$ cat config.mk
export PLATFORM = sky130hd
export DESIGN_NAME = spi_master
export DESIGN_NICKNAME = d
export VERILOG_FILES = /design/src/rtl/spi_pkg.sv /design/src/rtl/spi_clk_div.sv /design/src/rtl/spi_master.sv
export SDC_FILE = /design/constraint.sdc
export NUM_CORES = 1
export LEC_CHECK = 0
export BUFFER_PORTS_ARGS = -buffer_cell sky130_fd_sc_hd__clkbuf_2
export CAP_MARGIN = 20
export CORE_UTILIZATION = 59
export CTS_CLUSTER_SIZE = 10
export DETAILED_ROUTE_END_ITERATION = 7
export GPL_ROUTABILITY_DRIVEN = 0
export GPL_TIMING_DRIVEN = 0
export PLACE_DENSITY = 0.83
export SYNTH_ARGS = -nofsm -noshare
export SYNTH_HDL_FRONTEND = slang
export SYNTH_SLANG_ARGS = --single-unit
$ cat constraint.sdc
create_clock -name clk -period 3 [get_ports clk]
set_clock_uncertainty 0.2 [all_clocks]
set_input_delay 0.3 -clock clk [delete_from_list [all_inputs] [get_ports clk]]
set_output_delay 0.3 -clock clk [all_outputs]
set_load 0.02 [all_outputs]
$ cat src/rtl/spi_pkg.sv
// Shared types and constants for the mode-0 SPI master.
// The latency helper gives the start-accept to done distance in clk cycles.
package spi_pkg;

  localparam int DEF_DATA_W = 8;

  typedef enum logic [2:0] {
    IDLE  = 3'd0,
    SETUP = 3'd1,
    HIGH  = 3'd2,
    LOW   = 3'd3,
    GAP   = 3'd4
  } spi_state_e;

  function automatic int xfer_latency(input int clk_div, input int data_w);
    return 1 + clk_div * (1 + 2 * data_w);
  endfunction

endpackage

$ cat src/rtl/spi_clk_div.sv
// Half-period timer: counts CLK_DIV cycles while enabled and flags the last one.
// Cleared whenever the FSM changes state so every phase starts from zero.
module spi_clk_div #(
  parameter int CLK_DIV = 2
) (
  input  logic clk,
  input  logic reset_n,
  input  logic en,
  input  logic clr,
  output logic tick
);

  localparam int CW = (CLK_DIV > 1) ? $clog2(CLK_DIV) : 1;
  localparam logic [CW-1:0] LAST = CW'(CLK_DIV - 1);

  logic [CW-1:0] cnt;

  always_ff @(posedge clk) begin
    if (!reset_n || clr || !en) begin
      cnt <= '0;
    end else if (cnt == LAST) begin
      cnt <= '0;
    end else begin
      cnt <= cnt + 1'b1;
    end
  end

  assign tick = en && (cnt == LAST);

endmodule

$ cat src/rtl/spi_master.sv
// Mode-0 SPI master: shifts tx_data out MSB-first on MOSI while capturing MISO.
// Handshake: start is accepted only in IDLE (busy=0); done pulses once with rx_data valid.
module spi_master
  import spi_pkg::*;
#(
  parameter int DATA_W  = DEF_DATA_W,
  parameter int CLK_DIV = 2
) (
  input  logic              clk,
  input  logic              reset_n,
  input  logic              start,
  input  logic [DATA_W-1:0] tx_data,
  output logic [DATA_W-1:0] rx_data,
  output logic              busy,
  output logic              done,
  output logic              SCLK,
  output logic              CS,
  output logic              MOSI,
  input  logic              MISO,
  output spi_state_e        dbg_state
);

  localparam int CNT_W = $clog2(DATA_W + 1);
  localparam logic [CNT_W-1:0] LAST_BIT = CNT_W'(DATA_W);

  spi_state_e state_q, state_d;

  logic              tick;
  logic              div_en;
  logic              div_clr;
  logic [CNT_W-1:0]  bit_cnt_q, bit_cnt_d;
  logic [DATA_W-1:0] tx_sr_q, tx_sr_d;
  logic [DATA_W-1:0] rx_sr_q, rx_sr_d;
  logic [DATA_W-1:0] rx_data_d;
  logic [DATA_W-1:0] tx_shifted;
  logic [DATA_W-1:0] rx_shifted;
  logic              sclk_d, cs_d, mosi_d, busy_d, done_d;

  assign div_en     = (state_q != IDLE);
  assign div_clr    = (state_d != state_q);
  assign tx_shifted = tx_sr_q << 1;
  assign rx_shifted = (rx_sr_q << 1) | DATA_W'(MISO);
  assign dbg_state  = state_q;

  spi_clk_div #(
    .CLK_DIV(CLK_DIV)
  ) u_clk_div (
    .clk     (clk),
    .reset_n (reset_n),
    .en      (div_en),
    .clr     (div_clr),
    .tick    (tick)
  );

  always_ff @(posedge clk) begin
    if (!reset_n) begin
      state_q <= IDLE;
    end else begin
      state_q <= state_d;
    end
  end

  // The trailing LOW phase after the last fall keeps CS low for one more half period.
  always_comb begin
    state_d = state_q;
    unique case (state_q)
      IDLE:    if (start) state_d = SETUP;
      SETUP:   if (tick)  state_d = HIGH;
      HIGH:    if (tick)  state_d = LOW;
      LOW:     if (tick)  state_d = (bit_cnt_q == LAST_BIT) ? GAP : HIGH;
      GAP:     if (tick)  state_d = IDLE;
      default:            state_d = IDLE;
    endcase
  end

  always_comb begin
    sclk_d    = SCLK;
    cs_d      = CS;
    mosi_d    = MOSI;
    busy_d    = busy;
    done_d    = 1'b0;
    rx_data_d = rx_data;
    tx_sr_d   = tx_sr_q;
    rx_sr_d   = rx_sr_q;
    bit_cnt_d = bit_cnt_q;
    unique case (state_q)
      IDLE: begin
        if (start) begin
          tx_sr_d   = tx_data;
          rx_sr_d   = '0;
          bit_cnt_d = '0;
          cs_d      = 1'b0;
          mosi_d    = tx_data[DATA_W-1];
          sclk_d    = 1'b0;
          busy_d    = 1'b1;
        end
      end
      SETUP: begin
        if (tick) begin
          sclk_d  = 1'b1;
          rx_sr_d = rx_shifted;
        end
      end
      HIGH: begin
        if (tick) begin
          sclk_d    = 1'b0;
          bit_cnt_d = bit_cnt_q + 1'b1;
          tx_sr_d   = tx_shifted;
          mosi_d    = tx_shifted[DATA_W-1];
        end
      end
      LOW: begin
        if (tick) begin
          if (bit_cnt_q == LAST_BIT) begin
            cs_d      = 1'b1;
            mosi_d    = 1'b0;
            rx_data_d = rx_sr_q;
            done_d    = 1'b1;
          end else begin
            sclk_d  = 1'b1;
            rx_sr_d = rx_shifted;
          end
        end
      end
      GAP: begin
        if (tick) busy_d = 1'b0;
      end
      default: ;
    endcase
  end

  always_ff @(posedge clk) begin
    if (!reset_n) begin
      SCLK      <= 1'b0;
      CS        <= 1'b1;
      MOSI      <= 1'b0;
      busy      <= 1'b0;
      done      <= 1'b0;
      rx_data   <= '0;
      tx_sr_q   <= '0;
      rx_sr_q   <= '0;
      bit_cnt_q <= '0;
    end else begin
      SCLK      <= sclk_d;
      CS        <= cs_d;
      MOSI      <= mosi_d;
      busy      <= busy_d;
      done      <= done_d;
      rx_data   <= rx_data_d;
      tx_sr_q   <= tx_sr_d;
      rx_sr_q   <= rx_sr_d;
      bit_cnt_q <= bit_cnt_d;
    end
  end

endmodule

==> out/results.ini <==
[sta]
fin_crit_sh = 0.641
period_minus_slack_ns = 1.92
tightestPinTransition_ns = 0.570
max_freq_mhz = 520
fin_ws_ns = 1.08
tns_ns = 0
finalMaxSlewViolations = 0
finalHoldViolCount = 0
worst_slew_margin_rel = 0.609
rsz0062_at_grt = no
setup_viol = 0

[synth]
synth.top_cell.area_share = 0.424
synthFlopType = dfxtp_1
synth_fp_nets = 206
synth_area_leaders = dfxtp_1 42%, mux2i_1 8.8%, a21oi_1 6.8%, o21ai_0 4.1%, nand2_1 3.8%
synth.distinct_cells = 40
ys_ff_latch = 36
synth_area_leader_cell = dfxtp_1
synth_warnings = 0
synthesis.area_mm2 = 0.00170
syn_avg_cell_area_um2 = 8.86
yosysSeqAreaShare = 0.424
synth_edf_count = 0
synthArstFlopShare = 0
syn_inst = 192

[floorplanning]
fp.dieW_um = 55.7
ioPinCount = 28
initial_core_util = 0.622
design.die.area_mm2 = 0.00310
rows = 19
core_area_mm2 = 0.00273
die_height_um = 55.7

[global_route]
gr-total-overflow = 0
grt_pass1_wl_mm = 6.27
antenna_found_initial = 0
grt_pass1_vias = 1405
grt_max_degree = 12
grt.total_usage = 0.259

[detailed_routing]
dr.first_iter.drc_count = 64
ant_nets = 0
wirelength_mm = 3.75
drt-pass1-iter-count = 5
via_per_inst = 6.17
drc = 0
routedWlPerCell_um = 14.4
vias = 1604

[clock_tree]
ctsResizeCount = 0
cts_setup_buffers = 0
clk_path_buf_depth = 2
clkSinkCount = 36
clk_latency_ns = 0.35
numCtsBuffers = 5
clockRootBuffer = clkbuf_4
path_clk_slew_ns = 0.10
cts_tree = done
htree_levels = 2

[cells_and_area]
diodes = 0
register_area_um2 = 721
syn_to_final_growth_pct = 15.0
instances_no_fill = 260
n_fill_cell = 210
drive_gt1_frac = 0.214
nets = 242
multi_input_area_um2 = 873

[place]
dp_cells = 250
portBuffers = 27
dpl_worst_slack_ns = 1.12
dp_hpwl_mm = 2.68

[run]
maxCapViolCount = 0

[pwr]
p_leak_nw = 0.752
vdd_drop_max_uv = 454
power_density_mw_per_mm2 = 471

[setup_path]
path_class = reg2reg
cp_max_fo = 8
arrival_ns = 1.98
cp.required_ns = 3.06
rrSetupSlack_ns = 1.08
critPathLaunchType = flip-flop
setup.worst_path.end_class = flip-flop

[min_path]
hold_path_class = in2reg

[status]
status = completed

## metrics by stage
stage / util / hold WS [ns] / area, µm² / power (mW)
global placement: 0.686 / 0.243 / 1880 / 0.649
detailed placement: 0.686 / 0.257 / 1880 / 0.656
CTS: 0.716 / 0.0413 / 1960 / 0.922
finish: 0.716 / 0.0519 / 1960 / 0.921
floorplan: - / 0.235 / 1700 / 0.617
global route: 0.716 / 0.0614 / 1960 / 0.961
## logic make-up after synthesis
group	synth area share
fa+ha+maj	0.0147
flops	0.424
compound gates	0.202
buf+inv	0.0632
xor+xnor	0.00515
simple gates	0.196
mux	0.0949
## worst max-delay path, cell delays in order, from the launching register on
cell and delay [ns]:
dfxtp_1 0.36, buf_2 0.19, mux2i_1 0.53, nor2_1 0.25
a211oi_1 0.29
## repair_timing
action | CTS | global route
hold buffers | 2 | 0
endpoints found under the hold margin | 2 | 0
endpoints found under the setup margin | 0 | 0
## synthesized netlist by cell type (2+ instances only)
library cell,number
ha_1,2
o21a_1,3
mux2i_1,15
nand2_1,17
nand2b_1,2
or4_1,2
buf_2,7
nor2b_1,2
nand3_1,9
and3b_1,3
nand4_1,3
dfxtp_1,36
a211oi_1,7
inv_1,6
nor3_1,3
o31ai_1,2
o21ai_0,14
a311oi_1,2
a21oi_1,23
nand4b_1,2
clkbuf_1,8
a221oi_1,2
nor2_1,5
## path summary, 6_finish.rpt
check,from,endpoint,cells past startpoint
setup / recovery,dbg_state[1],tx_sr_q[5],4
hold / removal,reset_n,rx_sr_q[1],3
setup reg to reg,dbg_state[1],tx_sr_q[5],4
hold reg to reg,rx_data[4],rx_data[4],2
## layout by cell type, fill, tap and decap left out, drive strengths merged, types with 3 or more instances in the layout
| cell | n |
|---|---|
| nor3 | 3 |
| a21oi | 23 |
| mux2i | 15 |
| buf | 9 |
| a211oi | 7 |
| clkbuf | 42 |
| nand4 | 3 |
| nor2 | 5 |
| dfxtp | 36 |
| inv | 6 |
| and3b | 3 |
| nand3 | 9 |
| o21ai | 15 |
| nand2 | 17 |
| o21a | 3 |
## sequential cells by signal, summed over array words and instances, names as in the netlist
| signal | count |
|---|---|
| SCLK | 1 |
| bit_cnt_q | 4 |
| done | 1 |
| dbg_state | 3 |
| rx_sr_q | 8 |
| MOSI | 1 |
| CS | 1 |
| rx_data | 8 |
| tx_sr_q | 7 |
| busy | 1 |
| u_clk_div.cnt | 1 |
## report_power, final
part	total [mW]	switching [mW]	internal (mW)
Sequential	0.507	0.0111	0.496
Clock	0.272	0.161	0.111
Combinational	0.141	0.0849	0.0566
Total	0.921	0.257	0.664
## layer usage
layer,part of all wire,vias up,global-route usage
met4,0.026,0,0.114
met1,0.44,764,0.344
met5,0,-,0
li1,-,768,-
met2,0.48,60,0.394
met3,0.057,12,0.0698
## layout make-up
type,instances,area share
inverters,6,0.0115
repair buffers,29,0.0793
clock inverters,2,0.00512
clock buffers,6,0.0262
well taps,31,0.0198
plain buffers,18,0.0435
flip-flops and latches,36,0.368
multi-input cells,132,0.446
No activity file was read; power rests on OpenSTA's default activity.
